`config.mk`:
```
export PLATFORM = sky130hd
export DESIGN_NAME = bram_reader
export DESIGN_NICKNAME = d
export VERILOG_FILES = /design/src/rtl/bram_if_pkg.sv /design/src/rtl/bram_read_tag_pipe.sv /design/src/rtl/bram_reader.sv
export SDC_FILE = /design/constraint.sdc
export NUM_CORES = 2
export LEC_CHECK = 0
export CORE_AREA = 3 3 261 365
export CTS_BUF_LIST = sky130_fd_sc_hd__clkbuf_4 sky130_fd_sc_hd__clkbuf_8 sky130_fd_sc_hd__clkbuf_16
export CTS_CLUSTER_DIAMETER = 60
export DETAILED_ROUTE_END_ITERATION = 10
export DIE_AREA = 0 0 264 368
export GPL_ROUTABILITY_DRIVEN = 1
export PLACE_DENSITY = 0.62
export SETUP_SLACK_MARGIN = 0.5
export SLEW_MARGIN = 10
export SYNTH_ARGS = -nofsm -noshare
export SYNTH_HDL_FRONTEND = slang
export SYNTH_SLANG_ARGS = --single-unit
```
`constraint.sdc`:
```
create_clock -name clk_i -period 3.2 [get_ports clk_i]
set_input_delay 0.48 -clock clk_i [delete_from_list [all_inputs] [get_ports clk_i]]
set_output_delay 0.48 -clock clk_i [all_outputs]
set_load 0.05 [all_outputs]
```
`src/rtl/bram_if_pkg.sv`:
```
// Shared BRAM-side definitions for the vector reader and result writer.
// Build macro BRAM_OUTREG_EN selects the BRAM output-register latency (LAT=2).
package bram_if_pkg;

  typedef enum logic [1:0] {IDLE, ISSUE, DRAIN, HOLD} state_e;

  localparam int RESULT_BASED_ADDRESS = 5;

`ifdef BRAM_OUTREG_EN
  localparam int LAT = 2;
`else
  localparam int LAT = 1;
`endif

  function automatic int calc_num_words(input int out_w, input int in_w);
    return out_w / in_w;
  endfunction

endpackage

```
`src/rtl/bram_read_tag_pipe.sv`:
```
// Delays the BRAM issue strobe by the read latency so capture lines up with
// the returning data word.
module bram_read_tag_pipe
  import bram_if_pkg::*;
#(
  parameter int DEPTH = LAT
) (
  input  logic clk_i,
  input  logic rst_i,
  input  logic issue_i,
  output logic cap_o
);

  logic [DEPTH:1] vld_pipe_q;

  for (genvar i = 1; i <= DEPTH; i++) begin : g_stage
    if (i == 1) begin : g_first
      always_ff @(posedge clk_i or negedge rst_i) begin
        if (!rst_i) vld_pipe_q[1] <= 1'b0;
        else        vld_pipe_q[1] <= issue_i;
      end
    end else begin : g_next
      always_ff @(posedge clk_i or negedge rst_i) begin
        if (!rst_i) vld_pipe_q[i] <= 1'b0;
        else        vld_pipe_q[i] <= vld_pipe_q[i-1];
      end
    end
  end

  assign cap_o = vld_pipe_q[DEPTH];

endmodule

```
`src/rtl/bram_reader.sv`:
```
// Fetches NUM_WORDS sequential BRAM words, packs them LSB-first into one wide
// vector and hands it over on valid/ready. Latency set by BRAM_OUTREG_EN.
module bram_reader
  import bram_if_pkg::*;
#(
  parameter int ADDRESS_WIDTH  = 13,
  parameter int DATA_IN_WIDTH  = 32,
  parameter int DATA_OUT_WIDTH = 512
) (
  input  logic                      clk_i,
  input  logic                      rst_i,
  input  logic                      start_i,
  input  logic [ADDRESS_WIDTH-1:0]  base_addr_i,
  output logic [ADDRESS_WIDTH-1:0]  bram_addr,
  output logic                      bram_en,
  output logic                      bram_we,
  input  logic [DATA_IN_WIDTH-1:0]  bram_data_i,
  output logic [DATA_OUT_WIDTH-1:0] data_o,
  output logic                      valid_o,
  input  logic                      ready_i,
  output logic                      busy_o,
  output logic                      done_o
);

  localparam int NUM_WORDS = calc_num_words(DATA_OUT_WIDTH, DATA_IN_WIDTH);
  localparam int CW        = $clog2(NUM_WORDS) + 1;

  state_e                    state_q, state_d;
  logic [ADDRESS_WIDTH-1:0]  addr_q, addr_d;
  logic                      en_q, en_d;
  logic [CW-1:0]             issue_cnt_q, issue_cnt_d;
  logic [CW-1:0]             cap_cnt_q, cap_cnt_d;
  logic [DATA_OUT_WIDTH-1:0] acc_q, acc_d;
  logic [DATA_OUT_WIDTH-1:0] data_q, data_d;
  logic                      valid_q, valid_d;
  logic                      done_q, done_d;
  logic                      tag_cap, cap;

  bram_read_tag_pipe #(.DEPTH(LAT)) u_tag_pipe (
    .clk_i   (clk_i),
    .rst_i   (rst_i),
    .issue_i (en_q),
    .cap_o   (tag_cap)
  );

  // Tags only count while a fetch is live; anything else on the bus is ignored.
  assign cap = tag_cap && (state_q == ISSUE || state_q == DRAIN);

  always_comb begin
    state_d     = state_q;
    addr_d      = addr_q;
    en_d        = en_q;
    issue_cnt_d = issue_cnt_q;
    cap_cnt_d   = cap_cnt_q;
    acc_d       = acc_q;
    data_d      = data_q;
    valid_d     = valid_q;
    done_d      = 1'b0;
    case (state_q)
      IDLE: begin
        if (start_i) begin
          addr_d      = base_addr_i;
          en_d        = 1'b1;
          issue_cnt_d = CW'(1);
          cap_cnt_d   = '0;
          state_d     = ISSUE;
        end
      end
      ISSUE: begin
        addr_d = addr_q + 1'b1;
        if (issue_cnt_q == CW'(NUM_WORDS)) begin
          en_d    = 1'b0;
          state_d = DRAIN;
        end else begin
          issue_cnt_d = issue_cnt_q + 1'b1;
        end
      end
      DRAIN: ;
      HOLD: begin
        if (valid_q && ready_i) begin
          valid_d = 1'b0;
          done_d  = 1'b1;
          state_d = IDLE;
        end
      end
      default: state_d = IDLE;
    endcase
    // Final capture publishes the accumulator including the word arriving now.
    if (cap) begin
      acc_d     = {bram_data_i, acc_q[DATA_OUT_WIDTH-1:DATA_IN_WIDTH]};
      cap_cnt_d = cap_cnt_q + 1'b1;
      if (cap_cnt_q == CW'(NUM_WORDS - 1)) begin
        data_d  = acc_d;
        valid_d = 1'b1;
        state_d = HOLD;
      end
    end
  end

  always_ff @(posedge clk_i or negedge rst_i) begin
    if (!rst_i) begin
      state_q     <= IDLE;
      addr_q      <= '0;
      en_q        <= 1'b0;
      issue_cnt_q <= '0;
      cap_cnt_q   <= '0;
      acc_q       <= '0;
      data_q      <= '0;
      valid_q     <= 1'b0;
      done_q      <= 1'b0;
    end else begin
      state_q     <= state_d;
      addr_q      <= addr_d;
      en_q        <= en_d;
      issue_cnt_q <= issue_cnt_d;
      cap_cnt_q   <= cap_cnt_d;
      acc_q       <= acc_d;
      data_q      <= data_d;
      valid_q     <= valid_d;
      done_q      <= done_d;
    end
  end

  assign bram_addr = addr_q;
  assign bram_en   = en_q;
  assign bram_we   = 1'b0;
  assign data_o    = data_q;
  assign valid_o   = valid_q;
  assign busy_o    = (state_q != IDLE);
  assign done_o    = done_q;

endmodule

```
==> summary.txt <==
Synthesis
  • Async S/R FF share, synth: 100.0%
  • Mapped Nets: 3351
  • Yosys Warn Count: 0
  • Area share of the largest cell type after synthesis: 66.23%
  • EDFF count, synth: 0
  • Most frequent cells after synthesis: 1457 x nand2_1, 1021 x dfrtp_1, 347 x mux2_1, 166 x mux2_2, 102 x clkbuf_1
  • Synth Instances: between 3000 and 4000
  • Ys flop type: dfrtp_1
  • Distinct cells, synth: between 40 and 50
  • Register area share after synthesis: 66.23%
  • Synth area leader: dfrtp_1
  • #FFs+latches synth: 1021
  • Count leader, synth: nand2_1
  • Synth Cell Area: 0.03858 mm²
  • Mapped Avg Cell Area: roughly 12 µm²
  • Area contributors post-synth: dfrtp_1 66%, nand2_1 14%, mux2_1 10%

Floorplan
  • Die area: ~0.097 mm²
  • Starting density of the core: 41.71%
  • Placement Rows: 132
  • Die Wd: between 200 and 300 µm
  • Core area: roughly 0.09 mm²
  • I/O Pins: about 580
  • DIE HEIGHT: approximately 370 µm

Worst setup path
  • Crit Path Max Fanout: 7
  • Critical Path RT: approximately 2700 ps
  • Worst Setup Start Kind: flop
  • Crit path arrival time: slightly above 2000 ps
  • Setup Crit Path Kind: flop to primary output
  • CP Capture Type: primary output

STA
  • Post-route setup TNS: 0 ps
  • FMAX: slightly below 400 MHz
  • Worst hold slack: 381.1 ps
  • Post-route clock period utilization: between 70% and 80%
  • Worst slew margin: about half
  • Slew of the pin with the lowest slew margin: ~720 ps
  • RSZ-0062 raised after global routing: false
  • Worst Skew: 23.98 ps
  • Fin. max-slew vios: 0
  • Setup violations, final: 0
  • Final hold vios: 0
  • Minimum clock period: roughly 2500 ps

CTS
  • Worst-path clk slew: ~60 ps
  • Num Clock Sinks: 1021
  • TritonCTS clock tree: yes
  • Number of H-tree levels: 3
  • # Post-CTS Setup Buffers: 0
  • Root Buffer: clkbuf_16
  • CTS max path bufs: 3
  • Clock Latency Late Sink: roughly 650 ps
  • CTS Buf Count: 99

Route
  • Pre-antenna DRT Iters: 5
  • Via count: between 20000 and 30000
  • DRT iter0 DRCs: about 1600
  • Final wirelength: 101700 µm
  • Antenna Nets Post-Route: 0
  • Vias/cell: 4.852
  • WL/cell: roughly 20 µm
  • DRC viols: 0

Cells and area
  • Number of nets in the layout: about 3900
  • Area Overhead vs Synth: 28.27%
  • Final core occ: between 50% and 60%
  • FF+latch area: between 0.02 and 0.03 mm²
  • Final instance area: slightly below 0.05 mm²
  • Share of layout cells above drive strength 1: between 10% and 20%
  • Non-filler cells, final: between 5000 and 6000
  • Multi-input logic area: around 0.012 mm²
  • # fillers: ~8000

Placed design
  • Post-DP Area: 0.04585 mm²
  • HPWL after DPL: 70370 µm
  • Port-buffer cells: 577
  • # placed instances: 4974
  • Routability cong.: between 0.8 and 0.9

Outcome
  • Status: completed

Power and ir drop
  • Power density cells: 774.3 mW/mm²
  • Static leakage: about 26 nW
  • Max IR drop VDD: 594.1 µV

GRT
  • First-pass GRT wire length: 158600 µm
  • Initial antenna violation count: 1
  • Number of global-route vias before repair: ~26000
  • Gr usage total: between 20% and 30%
  • Gr ovfl total: 0
  • Largest net degree at the start of global routing: 109

Flow run
  • # Max-Cap Violations: 0

Min path
  • Hold Path Class: input pin to flop
-- routing by layer --
| layer | vias up | GRT usage (%) | share of wire (%) |
|---|---|---|---|
| met1 | 12540 | 27.01 | 42 |
| li1 | 11770 | - | - |
| met3 | 135 | 6.303 | 7.2 |
| met5 | - | 0 | 0 |
| met4 | 0 | 6.035 | 2.7 |
| met2 | 588 | 34.26 | 48 |
-- report_power, final --
part / leakage, nW / switching (W) / internal, W
clock: 1.81 / 0.00503 / 0.00768
sequential: 13.8 / 0.00229 / 0.0155
combinational: 10.2 / 0.00542 / 0.00239
total: 25.8 / 0.0127 / 0.0256
-- through the flow --
| step | power (W) | setup WS [ps] |
|---|---|---|
| 4_1_cts | 0.03885 | 593.7 |
| 2_1_floorplan | 0.02243 | 1207 |
| 3_3_place_gp | 0.02582 | 891.4 |
| 5_1_grt | 0.04061 | 537.9 |
| 6_report | 0.03831 | 655.3 |
| 3_5_place_dp | 0.02602 | 854.3 |
-- state kept, by name, indices dropped and copies added, names as in the netlist --
register and cells:
issue_cnt_q 5, valid_o 1, acc_q 480, done_o 1
bram_addr 13, u_tag_pipe.cap_o 1, cap_cnt_q 5, bram_en 1
state_q 2, data_o 512
-- cell usage in the layout, fill, tap and decap left out, types with 4 or more instances in the layout --
master,netlist,routed
inv_1,8,8
nand2_1,1457,1455
clkbuf_8,0,22
clkbuf_4,0,17
o21ai_0,23,23
and3_1,4,4
mux2_2,166,166
a21oi_1,21,21
ha_1,9,9
nand3_1,12,12
mux2_1,347,347
clkbuf_16,0,101
dfrtp_1,1021,1021
bufinv_16,0,15
clkinvlp_4,0,4
clkinv_2,0,20
clkdlybuf4s50_1,0,575
buf_12,0,31
nor2_1,5,5
buf_4,8,42
a22o_1,5,5
-- area by class of cell --
| class | count | area share [%] |
|---|---|---|
| flip-flops and latches | 1021 | 51.63 |
| multi-input cells | 2089 | 24.34 |
| repair buffers | 651 | 13.59 |
| clock buffers | 140 | 5.978 |
| well taps | 1206 | 3.050 |
| clock inverters | 45 | 1.343 |
| inverters | 8 | 0.06069 |
| diodes | 1 | 0.005057 |
-- path summary, 6_finish.rpt --
check	slack [ps]	start	to	cells past startpoint
worst max-delay path	660	state_q[0]$_DFF_PN0_	busy_o	4
worst max register to register	880	cap_cnt_q[0]$_DFFE_PN0P_	data_o[461]$_DFFE_PN0P_	6
min in group asynchronous	450	rst_i	data_o[11]$_DFFE_PN0P_	2
worst min-delay path	380	bram_data_i[0]	acc_q[480]$_DFFE_PN0P_	3
worst min register to register	420	bram_en$_DFFE_PN0P_	u_tag_pipe.cap_o$_DFF_PN0_	0
max in group asynchronous	1560	rst_i	acc_q[365]$_DFFE_PN0P_	3
-- worst max-delay path: stages, from the launching register on --
cell           delay, ps
dfrtp_1              400
inv_1                 80
ha_1                 290
inv_1                 70
dlygate4sd2_1        560
-- kinds of logic (layout without fill, tap and decap cells) --
kind of cell | count (synthesis) | after routing | synth area share [%]
buffers and inverters | 183 | 844 | 2.598
other | 1 | 2 | 0.009721
adder cells (fa/ha/maj) | 9 | 9 | 0.2919
AND/OR/NAND/NOR | 1494 | 1494 | 14.72
flip-flops | 1021 | 1021 | 66.23
AO/OA/AOI/OAI | 68 | 68 | 1.061
multiplexers | 517 | 517 | 15.09
-- repair_timing --
action / 4_1_cts / 5_1_grt
setup endpoints to repair: 1 / 0
hold endpoints to repair: 38 / 0
hold buffers: 1 / 0
resized for setup: 1 / 0
Note: power is estimated with default switching activity, not from simulation.
